===== src/rtl/me_unit_pkg.sv =====
// Shared bus widths and packed field layouts for the memory-access pipeline stage.
// The width macros act as the shared header and can be overridden by an earlier definition.
`ifndef EX_to_ME_Bus_Size
`define EX_to_ME_Bus_Size 131
`endif
`ifndef ME_to_WB_Bus_Size
`define ME_to_WB_Bus_Size 125
`endif
`ifndef ME_to_EX_Bus_Size
`define ME_to_EX_Bus_Size 47
`endif

package me_unit_pkg;
   localparam int EX_ME_W = `EX_to_ME_Bus_Size;
   localparam int ME_WB_W = `ME_to_WB_Bus_Size;
   localparam int ME_EX_W = `ME_to_EX_Bus_Size;

   typedef struct packed {
      logic       sign_ext;
      logic       byte_ld;
      logic       half_ld;
      logic [1:0] off;
   } dest_flag_t;

   typedef struct packed {
      logic        excp_en;
      logic [6:0]  excp_num;
      logic [13:0] csr_num;
      logic        csr_we;
      logic [31:0] csr_wvalue;
      dest_flag_t  dest_flag;
      logic [31:0] pc;
      logic [31:0] final_result;
      logic        res_from_mem;
      logic        gr_we;
      logic [4:0]  dest;
   } ex_me_t;

   typedef struct packed {
      logic        excp_en;
      logic [6:0]  excp_num;
      logic [13:0] csr_num;
      logic        csr_we;
      logic [31:0] csr_wvalue;
      logic [31:0] pc;
      logic [31:0] me_result;
      logic        gr_we;
      logic [4:0]  dest;
   } me_wb_t;

   typedef struct packed {
      logic [13:0] csr_num;
      logic        csr_we;
      logic [31:0] csr_wvalue;
   } me_ex_t;
endpackage


===== src/rtl/me_unit_if.sv =====
// Handshake, data-bus, SRAM-return and flush signals around the memory-access stage.
interface me_unit_if;
   logic                            EX_to_ME_Valid;
   logic [me_unit_pkg::EX_ME_W-1:0] EX_to_ME_Bus;
   logic                            ME_Allow_in;
   logic                            ME_to_WB_Valid;
   logic                            WB_Allow_in;
   logic [me_unit_pkg::ME_WB_W-1:0] ME_to_WB_Bus;
   logic [31:0]                     data_sram_rdata;
   logic [4:0]                      ME_dest;
   logic [31:0]                     ME_Forward_Res;
   logic                            ME_to_ID_Sys_op;
   logic [me_unit_pkg::ME_EX_W-1:0] ME_to_EX_Bus;
   logic                            excp_flush;
   logic                            ertn_flush;

   modport master (
      output EX_to_ME_Valid, EX_to_ME_Bus, WB_Allow_in, data_sram_rdata, excp_flush, ertn_flush,
      input  ME_Allow_in, ME_to_WB_Valid, ME_to_WB_Bus, ME_dest, ME_Forward_Res,
             ME_to_ID_Sys_op, ME_to_EX_Bus
   );

   modport slave (
      input  EX_to_ME_Valid, EX_to_ME_Bus, WB_Allow_in, data_sram_rdata, excp_flush, ertn_flush,
      output ME_Allow_in, ME_to_WB_Valid, ME_to_WB_Bus, ME_dest, ME_Forward_Res,
             ME_to_ID_Sys_op, ME_to_EX_Bus
   );
endinterface


===== src/rtl/me_load_align.sv =====
// Load data alignment: picks the addressed byte/half from the fetched word and extends it.
module me_load_align
   import me_unit_pkg::*;
(
   input  logic [31:0] word,
   input  dest_flag_t  dest_flag,
   output logic [31:0] result
);
   logic [7:0]  byte_sel;
   logic [15:0] half_sel;

   always_comb begin
      case (dest_flag.off)
         2'd0:    byte_sel = word[7:0];
         2'd1:    byte_sel = word[15:8];
         2'd2:    byte_sel = word[23:16];
         default: byte_sel = word[31:24];
      endcase
      half_sel = dest_flag.off[1] ? word[31:16] : word[15:0];

      if (dest_flag.byte_ld)
         result = {{24{dest_flag.sign_ext & byte_sel[7]}}, byte_sel};
      else if (dest_flag.half_ld)
         result = {{16{dest_flag.sign_ext & half_sel[15]}}, half_sel};
      else
         result = word;
   end
endmodule


===== src/rtl/me_unit.sv =====
// Memory-access pipeline stage: one-entry register, load-data hold buffer for stalls,
// load alignment and forwarding/bypass outputs.
module me_unit
   import me_unit_pkg::*;
(
   input  logic      clk,
   input  logic      reset,
   me_unit_if.slave  bus
);
   logic        me_valid;
   logic        held;
   logic [31:0] hold_buf;
   ex_me_t      pipe;

   logic        ready_go;
   logic        flush;
   logic        allow_in;
   logic        load_en;
   logic        capture_en;
   logic [31:0] load_word;
   logic [31:0] aligned;
   logic [31:0] me_result;
   me_wb_t      wb;
   me_ex_t      ex;

   assign ready_go   = 1'b1;
   assign flush      = bus.excp_flush | bus.ertn_flush;
   assign allow_in   = ~me_valid | (ready_go & bus.WB_Allow_in);
   assign load_en    = allow_in & bus.EX_to_ME_Valid;
   assign capture_en = me_valid & pipe.res_from_mem & ~held & ~bus.WB_Allow_in;

   always_ff @(posedge clk or negedge reset) begin
      if (!reset) begin
         me_valid <= 1'b0;
         pipe     <= '0;
      end else if (flush) begin
         me_valid <= 1'b0;
      end else if (allow_in) begin
         me_valid <= bus.EX_to_ME_Valid;
         if (bus.EX_to_ME_Valid)
            pipe <= ex_me_t'(bus.EX_to_ME_Bus);
      end
   end

   // SRAM rdata is only guaranteed the cycle after the request; freeze it while stalled.
   always_ff @(posedge clk or negedge reset) begin
      if (!reset) begin
         held     <= 1'b0;
         hold_buf <= '0;
      end else if (flush || load_en) begin
         held <= 1'b0;
      end else if (capture_en) begin
         held     <= 1'b1;
         hold_buf <= bus.data_sram_rdata;
      end
   end

   assign load_word = held ? hold_buf : bus.data_sram_rdata;

   me_load_align u_align (
      .word      (load_word),
      .dest_flag (pipe.dest_flag),
      .result    (aligned)
   );

   assign me_result = pipe.res_from_mem ? aligned : pipe.final_result;

   always_comb begin
      wb            = '0;
      wb.excp_en    = pipe.excp_en;
      wb.excp_num   = pipe.excp_num;
      wb.csr_num    = pipe.csr_num;
      wb.csr_we     = pipe.csr_we & me_valid;
      wb.csr_wvalue = pipe.csr_wvalue;
      wb.pc         = pipe.pc;
      wb.me_result  = me_result;
      wb.gr_we      = pipe.gr_we & me_valid & ~pipe.excp_en;
      wb.dest       = pipe.dest;

      ex            = '0;
      ex.csr_num    = pipe.csr_num;
      ex.csr_we     = pipe.csr_we & me_valid;
      ex.csr_wvalue = pipe.csr_wvalue;
   end

   assign bus.ME_Allow_in     = allow_in;
   assign bus.ME_to_WB_Valid  = me_valid & ready_go;
   assign bus.ME_to_WB_Bus    = wb;
   assign bus.ME_to_EX_Bus    = ex;
   assign bus.ME_dest         = (me_valid & pipe.gr_we) ? pipe.dest : 5'd0;
   assign bus.ME_Forward_Res  = me_result;
   assign bus.ME_to_ID_Sys_op = me_valid & pipe.excp_en;
endmodule

===== src/flat_wrapper.sv =====
// flat-port wrapper written by rule: the top's interface ports become plain ports
module me_unit_flat import me_unit_pkg::*;
  (clk, reset, bus_EX_to_ME_Valid, bus_EX_to_ME_Bus, bus_WB_Allow_in, bus_data_sram_rdata, bus_excp_flush, bus_ertn_flush, bus_ME_Allow_in, bus_ME_to_WB_Valid, bus_ME_to_WB_Bus, bus_ME_dest, bus_ME_Forward_Res, bus_ME_to_ID_Sys_op, bus_ME_to_EX_Bus);
  me_unit_if bus_i ();
  input  logic clk;
  input  logic reset;
  input wire logic [$bits(bus_i.EX_to_ME_Valid)-1:0] bus_EX_to_ME_Valid;
  input wire logic [$bits(bus_i.EX_to_ME_Bus)-1:0] bus_EX_to_ME_Bus;
  input wire logic [$bits(bus_i.WB_Allow_in)-1:0] bus_WB_Allow_in;
  input wire logic [$bits(bus_i.data_sram_rdata)-1:0] bus_data_sram_rdata;
  input wire logic [$bits(bus_i.excp_flush)-1:0] bus_excp_flush;
  input wire logic [$bits(bus_i.ertn_flush)-1:0] bus_ertn_flush;
  output wire logic [$bits(bus_i.ME_Allow_in)-1:0] bus_ME_Allow_in;
  output wire logic [$bits(bus_i.ME_to_WB_Valid)-1:0] bus_ME_to_WB_Valid;
  output wire logic [$bits(bus_i.ME_to_WB_Bus)-1:0] bus_ME_to_WB_Bus;
  output wire logic [$bits(bus_i.ME_dest)-1:0] bus_ME_dest;
  output wire logic [$bits(bus_i.ME_Forward_Res)-1:0] bus_ME_Forward_Res;
  output wire logic [$bits(bus_i.ME_to_ID_Sys_op)-1:0] bus_ME_to_ID_Sys_op;
  output wire logic [$bits(bus_i.ME_to_EX_Bus)-1:0] bus_ME_to_EX_Bus;
  assign bus_i.EX_to_ME_Valid = bus_EX_to_ME_Valid;
  assign bus_i.EX_to_ME_Bus = bus_EX_to_ME_Bus;
  assign bus_i.WB_Allow_in = bus_WB_Allow_in;
  assign bus_i.data_sram_rdata = bus_data_sram_rdata;
  assign bus_i.excp_flush = bus_excp_flush;
  assign bus_i.ertn_flush = bus_ertn_flush;
  assign bus_ME_Allow_in = bus_i.ME_Allow_in;
  assign bus_ME_to_WB_Valid = bus_i.ME_to_WB_Valid;
  assign bus_ME_to_WB_Bus = bus_i.ME_to_WB_Bus;
  assign bus_ME_dest = bus_i.ME_dest;
  assign bus_ME_Forward_Res = bus_i.ME_Forward_Res;
  assign bus_ME_to_ID_Sys_op = bus_i.ME_to_ID_Sys_op;
  assign bus_ME_to_EX_Bus = bus_i.ME_to_EX_Bus;
  me_unit u_core (.clk(clk), .reset(reset), .bus(bus_i));
endmodule

===== config.mk =====
export PLATFORM = sky130hd
export DESIGN_NAME = me_unit_flat
export DESIGN_NICKNAME = d
export VERILOG_FILES = /design/src/rtl/me_unit_pkg.sv /design/src/rtl/me_unit_if.sv /design/src/rtl/me_load_align.sv /design/src/rtl/me_unit.sv /design/src/flat_wrapper.sv
export SDC_FILE = /design/constraint.sdc
export NUM_CORES = 1
export LEC_CHECK = 0
export CAP_MARGIN = 20
export CORE_MARGIN = 4
export CORE_UTILIZATION = 43
export DETAILED_ROUTE_END_ITERATION = 8
export GPL_TIMING_DRIVEN = 1
export PLACE_DENSITY = 0.87
export SYNTH_ARGS = -nofsm -noshare
export SYNTH_HDL_FRONTEND = slang
export SYNTH_SLANG_ARGS = --single-unit

===== constraint.sdc =====
create_clock -name clk -period 2.75 [get_ports clk]
set_clock_uncertainty 0.05 [all_clocks]
set_input_delay 0.4125 -clock clk [delete_from_list [all_inputs] [get_ports clk]]
set_output_delay 0.4125 -clock clk [all_outputs]
set_load 0.02 [all_outputs]

==> results_dict.tcl, run 1 <==
set metrics [dict create \
    drcViolationCount 0 \
    slew_violations 0 \
    grt_overflow 0 \
    relSlewSlack_pct 63.2 \
    cts.sinks 165 \
    r2r-start "u_core.bus.ME_to_WB_Valid" \
    drtIter0Drc 330 \
    numCtsBuffers 17 \
    cp-startpoint "u_core.held" \
    place_area_sq_um 12000 \
    drt_wl_total_mm 27.0 \
    tightest_slew_ns 0.552 \
    hold_viol 0 \
    yosysTopAreaCell "dfrtp_1" \
    vias 6507 \
    async_reset_ff_share_pct 100 \
    fin_ws_ns -0.241 \
    yosys_warnings 0 \
    synth_area_per_cell_sq_um 12.1 \
    netlist_area_sq_um 8790 \
    hp-class "flop to flop" \
    fmax_mhz 334 \
    ant_nets 0 \
    io_pins 381 \
    rsz0062_at_grt "true" \
    ys_types 36 \
    syn_to_final_growth_pct 47.9 \
    antenna_found_initial 3 \
    drive_gt1_share_pct 39.2 \
    period_share_pct 109 \
    whs_path_depth 1 \
    cp-start-kind "flop" \
    crit_fanout 10 \
    setup_viol 63 \
    grt_pass1_vias 6831 \
    grt_max_degree 56 \
    min-delay-start "u_core.bus.ME_to_WB_Bus[55]" \
    synth_nets 897 \
    synthFlopType "dfrtp_1" \
    final.min_clock_period_ns 2.99 \
    synth_area_leaders "dfrtp_1 (47%), mux2_2 (22%), buf_4 (15%), mux2i_1 (2.6%), a21oi_1 (1.3%)" \
    critPathArrivalTime_ns 2.53 \
    worstPathRequired_ns 2.29 \
    firstDrtPassIters 5 \
    place.gp.congestion 0.874 \
    violations "setup timing" \
    synth_top_area_share_pct 47.0 \
    max_cap_violations 0 \
    crit_path_end_kind "output port" \
    htreeDepth 4 \
    hpwl_mm 20.6 \
    grt_pass1_wl_mm 38.4 \
    die_x_um 151 \
    ir_drop_mv 0.402 \
    synth_edf_count 0 \
    grt_use_total_pct 22.4 \
    nets 1175 \
    final_area_sq_um 13000 \
    ys_seq_area_share_pct 47.0 \
    cts_tree "yes" \
    design.core.area_sq_um 20200 \
    status "finished with violations" \
    rr_worst_depth 5 \
    final_util_pct 64.5 \
    die_height_um 151 \
    clk_path_buf_depth 2 \
    powerDensity_nw_per_um2 750 \
    power_leakage_nw 5.71 \
    finalSetupTns_ns -9.35 \
    portBuffers 380 \
    vias_per_cell 5.04 \
    routedWlPerCell_um 20.9 \
    synth_common_cells "buf_4 (172), mux2_2 (171), dfrtp_1 (165)" \
    cts_root_buf "clkbuf_16" \
    syn_inst 728 \
    floorplan.rows 52 \
    crit_type "flop to output port" \
    dieArea_sq_um 22800 \
    clk_latency_ns 0.42 \
    initial_utilization_pct 43.6 \
    post-synth-top-count-cell "buf_4" \
    ys_seq_elements 165 \
    clk_pin_slew_worst_paths_ns 0.07 \
]
## per-layer routing
metal  wire length [um]  GRT usage, %  up-vias
li1                   -             -     2933
met5                 27             0        -
met2              14200          40.6      347
met1               9410          24.3     3156
met4                855          7.71        4
met3               2540          7.78       67
## critical path: stages, from the launching register on
cell and delay, ns:
dfrtp_2 0.48, mux2_4 0.33, mux4_2 0.56, a2bb2oi_4 0.22, buf_12 0.16, buf_12 0.12, nand2_1 0.06, buf_2 0.17
## layout make-up
class,count,area [sq um]
multi-input cells,345,3440
well taps,270,338
fillers,1502,7170
clock buffers,18,439
inverters,11,41.3
clock inverters,14,176
flip-flops and latches,165,4130
repair buffers,466,4430
diodes,2,5.00
## state kept, by name (all words and copies together), names as in the netlist
| name | flops |
|---|---|
| u_core.bus.ME_to_WB_Valid | 1 |
| u_core.held | 1 |
| u_core.bus.ME_to_EX_Bus | 46 |
| u_core.hold_buf | 32 |
| u_core.pipe | 40 |
| u_core.bus.ME_to_WB_Bus | 45 |
## report_power, final
group | internal [mW] | switching, mW
registers | 2.89 | 0.340
logic | 1.98 | 2.07
clock network | 1.34 | 1.13
total | 6.21 | 3.54
## placed cells by master, fill, tap and decap left out, types with 3 or more instances in the layout
master	count
clkinv_8	3
a2111oi_2	3
a22o_1	6
inv_8	4
and3_1	13
clkdlybuf4s50_1	315
clkbuf_16	18
inv_6	4
dfrtp_1	164
buf_6	26
mux2_2	163
buf_12	9
mux2_4	11
buf_4	70
nand2_2	9
nor3_1	15
buf_2	42
nor2_1	14
inv_1	11
a211oi_1	5
mux2i_2	4
a211o_1	7
mux2i_1	15
o221ai_1	6
mux2i_4	4
a21oi_1	22
nor3b_4	5
nand2_1	12
## worst paths after layout
kind | slack, ns | end
min in group asynchronous | 0.50 | u_core.pipe[29]
hold / removal | 0.46 | u_core.bus.ME_to_WB_Bus[55]
setup reg to reg | 0.62 | u_core.bus.ME_to_EX_Bus[38]
max in group asynchronous | 1.41 | u_core.bus.ME_to_EX_Bus[10]
setup / recovery | -0.24 | bus_ME_Forward_Res[19]
hold reg to reg | 0.46 | u_core.bus.ME_to_WB_Bus[55]
## repair_timing
| action | 4_1_cts | 5_1_grt |
|---|---|---|
| cloned | 0 | 1 |
| endpoints found under the hold margin | 51 | 0 |
| pin swaps | 16 | 15 |
| resized for setup | 327 | 59 |
| endpoints found under the setup margin | 64 | 64 |
| hold buffers | 1 | 0 |
| buffers inserted | 12 | 12 |
## cell families (layout without fill, tap and decap cells)
logic type / Yosys count / in the layout / share of synthesized area (%)
buffers and inverters: 218 / 509 / 17.1
muxes: 199 / 199 / 25.6
DFF: 165 / 165 / 47.0
and+or+nand+nor: 83 / 83 / 5.11
AOI/OAI and AO/OA: 63 / 63 / 5.28
other: 0 / 2 / 0
## metrics by stage
| stage | total power [mW] | hold WS [ns] | setup WS, ns | std cells |
|---|---|---|---|---|
| after CTS | 9.65 | 0.460 | -0.321 | 1278 |
| after global placement | 7.23 | 0.374 | -0.478 | 1233 |
| after detailed placement | 7.32 | 0.376 | -0.542 | 1233 |
| after global routing | 10.2 | 0.469 | -0.326 | 1290 |
| final | 9.76 | 0.457 | -0.241 | 1291 |
| after floorplan | 5.86 | 0.0669 | 0.232 | 728 |
Power figures use the tool's default switching activity.
==> run 2, diff against run 1 <==
Settings changed: CORE_AREA from default to 4 4 146 148, CORE_MARGIN 4 to default, CORE_UTILIZATION 43 to default, DIE_AREA from default to 0 0 150 152, DONT_BUFFER_PORTS from default to 1, GPL_ROUTABILITY_DRIVEN from default to 0, PLACE_DENSITY 0.87 to 0.64.
==> run 2 against run 1 <==
The run ends with hold timing, setup timing left. First-iteration DRC count fell by 19%. Register-to-register slack got worse by 0.02 ns. Setup slack improved by 0.10 ns. Worst hold slack got worse by 0.82 ns. Fmax rose by 3.6%. Sequential power rose by 18%. Global-route usage fell by 2.2 points. Clock-buffer cell count fell by 1. Sequential cell count did not move. Non-clock buffer count fell by 390.
==> results_dict.tcl, run 2 (synthesized netlist as in run 1, its figures left out) <==
set metrics [dict create \
    crit_top_cell "buf_6" \
    powerDensity_nw_per_um2 896 \
    final_area_sq_um 9480 \
    dp_slack_ns 0.134 \
    grt_pass1_vias 5615 \
    nets 785 \
    fin_ws_ns -0.137 \
    hold_viol 165 \
    firstDrtPassIters 4 \
    critical-path-max-stage-delay_ns 0.53 \
    slew_violations 0 \
    cp-start-kind "flop" \
    grt_max_degree 166 \
    cts_root_buf "clkbuf_16" \
    die_height_um 152 \
    die_x_um 150 \
    crit_path_end_kind "output port" \
    io_pins 381 \
    antenna_found_initial 5 \
    fmax_mhz 346 \
    clk_path_buf_depth 2 \
    dieArea_sq_um 22800 \
    grt_use_total_pct 20.2 \
    drt_wl_total_mm 23.3 \
    clk_latency_ns 0.42 \
    period_share_pct 105 \
    routedWlPerCell_um 25.9 \
    crit_fanout 8 \
    hpwl_mm 16.9 \
    crit_type "flop to output port" \
    largest_reg_flops 46 \
    grt_overflow 0 \
    final_common_cell "mux2_2" \
    drive_gt1_share_pct 53.5 \
    r2r-start "u_core.held" \
    clk_pin_slew_worst_paths_ns 0.06 \
    place_area_sq_um 8220 \
    cts_tree "yes" \
    rsz0062_at_grt "true" \
    power_leakage_nw 4.18 \
    ant_nets 0 \
    htreeDepth 4 \
    cts.sinks 165 \
    syn_to_final_growth_pct 7.87 \
    max_cap_violations 0 \
    cp-startpoint "u_core.held" \
    design.core.area_sq_um 20000 \
    vias_per_cell 5.57 \
    timing.hold.ws_ns -0.365 \
    final.min_clock_period_ns 2.89 \
    worstPathRequired_ns 2.29 \
    numCtsBuffers 17 \
    worst-path-buf-inv 3 \
    critPathTopFamily "multiplexers" \
    floorplan.rows 52 \
    grt_pass1_wl_mm 34.6 \
    vias 5010 \
    ir_drop_mv 0.430 \
    critPathArrivalTime_ns 2.42 \
    status "finished with violations" \
    p_total_mw 8.50 \
    setup_viol 62 \
    tightest_slew_ns 0.733 \
    initial_utilization_pct 43.9 \
    violations "hold timing, setup timing" \
    final_cell_mix "mux2_2 (164), dfrtp_1 (163), buf_4 (37), a21oi_1 (19), clkbuf_16 (18)" \
    crit_path_top_delay_cell "mux4_2" \
    path_cells "mux2_4, mux4_2, a2bb2oi_4, buf_6, buf_12, nand2_2, buf_6" \
    drtIter0Drc 266 \
    relSlewSlack_pct 51.1 \
    drcViolationCount 0 \
    portBuffers 0 \
    hp-class "input pin to async pin" \
]
-- run 2: cell count changes in the layout (fill, tap and decap cells not counted), sizes merged --
cell / before / now
clkdlybuf4s50: 315 / 0
buf: 149 / 73
bufinv: 1 / 2
clkbuf: 19 / 18
clkinv: 5 / 4
clkinvlp: 0 / 1
dlygate4sd3: 1 / 2
inv: 19 / 18
-- run 2: path summary, 6_finish.rpt --
check                                            end  slack, ns  cells after the start
max                           bus_ME_Forward_Res[28]      -0.14                      7
max in group asynchronous         u_core.hold_buf[0]       2.73                      0
max reg2reg                      u_core.hold_buf[28]       0.60                      7
min in group clk           u_core.bus.ME_to_WB_Valid       0.07                      1
min reg2reg                       u_core.hold_buf[0]       0.46                      1
min                                  u_core.pipe[10]      -0.36                      0
-- run 2: layout make-up --
class	instances	area (sq um)
well taps	270	338
clock buffers	17	425
fillers	1796	10600
repair buffers	76	896
multi-input cells	345	3480
inverters	11	41.3
diodes	2	5.00
flip-flops and latches	165	4130
clock inverters	14	165
-- run 2: stage by stage --
stage	hold WS, ns	instances	util [%]	TNS (ns)
after global placement	0.0719	845	41.0	0
after CTS	-0.388	886	46.0	-5.36
after detailed placement	0.0723	845	41.0	0
after floorplan	0.0669	728	-	0
after global routing	-0.399	899	47.3	-9.58
final	-0.365	900	47.3	-4.21
-- run 2: routing by layer --
layer | share of wire [%] | wire length, um | vias to the layer above | GRT usage, %
met3 | 9.6 | 2230 | 41 | 7.83
met2 | 53 | 12400 | 276 | 36.1
li1 | - | - | 2143 | -
met4 | 2.0 | 460 | 4 | 6.23
met5 | 0.064 | 15 | - | 0
met1 | 35 | 8150 | 2546 | 22.0
-- run 2: power by group --
group / internal (mW) / switching, mW
Combinational: 1.06 / 1.20
Sequential: 2.89 / 0.935
Clock: 1.36 / 1.06
Total: 5.31 / 3.19
-- run 2: what timing repair did --
action	CTS	global route
endpoints found under the hold margin	166	166
pin swaps	9	5
setup buffers	7	11
gates cloned	2	1
hold buffers	1	1
resized for setup	71	30
endpoints found under the setup margin	64	64
-- run 2: worst reg2reg max path, cell delays in order (launching register included) --
cell and delay [ns]:
dfrtp_2 0.46, buf_6 0.18, buf_16 0.15, buf_12 0.15, buf_4 0.14, nand4b_1 0.11
buf_4 0.39, mux2_2 0.41
==> run 3, diff against run 2 <==
Settings changed: HOLD_SLACK_MARGIN from default to 0.02, PLACE_DENSITY 0.64 to default.
==> run 3 against run 2 <==
The run still ends with hold timing, setup timing left. Final cell count is 1.1% lower. Sequential power hardly changed. Final area is 2.5% lower. Critical path depth is 1 lower. Register-to-register slack better by 0.09 ns. Highest routed layer unchanged. Utilization is 1.2 points lower. Combinational power is 5% lower. First-iteration DRC count is 6.4% higher. Worst hold slack worse by 0.014 ns. Clock power hardly changed. Setup slack better by 0.027 ns.
==> results_dict.tcl, run 3 (synthesized netlist as in run 1, its figures left out) <==
set metrics [dict create \
    highest_layer "met5" \
    firstDrtPassIters 6 \
    vias_per_cell 5.56 \
    nets 774 \
    cts_root_buf "clkbuf_16" \
    design.core.area_sq_um 20000 \
    drcViolationCount 0 \
    rr_worst_depth 5 \
    fin_ws_ns -0.110 \
    final_area_sq_um 9240 \
    finalSetupTns_ns -3.80 \
    floorplan.rows 52 \
    die_height_um 152 \
    numCtsBuffers 17 \
    wl_met2_mm 12.0 \
    place_area_sq_um 8180 \
    worstPathRequired_ns 2.29 \
    clk_latency_ns 0.43 \
    antenna_found_initial 5 \
    multi_input_area_sq_um 3390 \
    power_leakage_nw 4.07 \
    ff2ff_setup_slack_ns 0.69 \
    die_x_um 150 \
    hpwl_mm 16.8 \
    met3RoutedLength_mm 2.29 \
    crit_path_end_kind "output port" \
    regArea_sq_um 4130 \
    grt_use_total_pct 19.9 \
    ant_nets 0 \
    final.min_clock_period_ns 2.86 \
    final_cell_mix "mux2_2 (167), dfrtp_1 (163), buf_4 (32), a21oi_1 (21)" \
    routedWlPerCell_um 25.6 \
    largest_reg_flops 46 \
    crit_type "flop to output port" \
    io_pins 381 \
    status "finished with violations" \
    grt_pass1_wl_mm 34.1 \
    grt_pass1_vias 5424 \
    htreeDepth 4 \
    final_common_cell "mux2_2" \
    initial_utilization_pct 43.9 \
    max_cap_violations 0 \
    cts_tree "yes" \
    reg2reg_to "u_core.pipe[31]" \
    timing.hold.ws_ns -0.379 \
    r2r-start "u_core.bus.ME_to_WB_Valid" \
    critPathArrivalTime_ns 2.40 \
    relSlewSlack_pct 62.3 \
    crit_fanout 7 \
    cts.sinks 165 \
    rsz0062_at_grt "true" \
    tightest_slew_ns 0.565 \
    portBuffers 0 \
    powerDensity_nw_per_um2 906 \
    clk_path_buf_depth 2 \
    vias 4950 \
    final_cells 890 \
    fmax_mhz 350 \
    grt_overflow 0 \
    wl_met1_mm 7.98 \
    slew_violations 0 \
    ir_drop_mv 0.414 \
    drtIter0Drc 283 \
    cp-endpoint "bus_ME_Forward_Res[30]" \
    dpl.cell_count 842 \
    grt_max_degree 166 \
    setup_viol 58 \
    fill_cells 1848 \
    violations "hold timing, setup timing" \
    hp-class "input pin to async pin" \
    cp-startpoint "u_core.held" \
    drive_gt1_share_pct 51.3 \
    period_share_pct 104 \
    syn_to_final_growth_pct 5.17 \
    hold_viol 165 \
    clk_pin_slew_worst_paths_ns 0.07 \
    dieArea_sq_um 22800 \
    cts_hold_buf 2 \
    drt_wl_total_mm 22.8 \
    cp-start-kind "flop" \
]
run 3: worst min-delay path by stage:
stage	startpoint	end	slack (ns)	cells past startpoint
5_1_grt	reset	u_core.pipe[28]	-0.42	0
6_report	reset	u_core.pipe[28]	-0.38	0
2_1_floorplan	reset	u_core.bus.ME_to_EX_Bus[0]	0.07	0
4_1_cts	reset	u_core.pipe[28]	-0.40	0
3_5_place_dp	reset	u_core.pipe[28]	0.07	0
3_3_place_gp	reset	u_core.pipe[12]	0.07	0
run 3: worst max-delay path, cell delays in order (launching register included):
cell	delay, ns
dfrtp_2	0.47
mux2_4	0.33
mux4_2	0.51
a2bb2oi_4	0.23
buf_6	0.18
nand2_2	0.08
buf_8	0.15
run 3: stage by stage:
| step | power [mW] | utilization (%) | setup WS, ns |
|---|---|---|---|
| 6_report | 8.37 | 46.1 | -0.110 |
| 5_1_grt | 8.79 | 46.1 | -0.218 |
| 3_3_place_gp | 5.81 | 40.8 | 0.320 |
| 2_1_floorplan | 5.86 | - | 0.232 |
| 3_5_place_dp | 5.86 | 40.8 | 0.299 |
| 4_1_cts | 8.43 | 45.4 | -0.145 |
run 3: layer usage:
metal,vias to the layer above,global-route usage [%]
met5,-,0
met4,6,5.49
met3,32,8.49
met2,285,34.5
met1,2496,22.2
li1,2131,-
run 3: layout make-up:
cell class | instances | area share [%]
flip-flops and latches | 165 | 44.7
multi-input cells | 345 | 36.7
repair buffers | 65 | 7.86
clock buffers | 17 | 4.60
well taps | 270 | 3.65
clock inverters | 15 | 2.03
inverters | 11 | 0.447
diodes | 2 | 0.0541
run 3: timing repair:
| item | 4_1_cts | 5_1_grt |
|---|---|---|
| pin swaps | 7 | 7 |
| gates cloned | 2 | 2 |
| hold endpoints to repair | 166 | 165 |
| setup buffers | 6 | 4 |
| resized for setup | 49 | 26 |
| endpoints found under the setup margin | 64 | 64 |
run 3: where the power goes:
part / switching [mW] / internal, mW / total, mW / leakage (nW)
Combinational: 1.15 / 0.990 / 2.14 / 1.76
Clock: 1.17 / 1.24 / 2.41 / 0.298
Sequential: 0.941 / 2.88 / 3.83 / 2.00
Total: 3.26 / 5.11 / 8.37 / 4.07
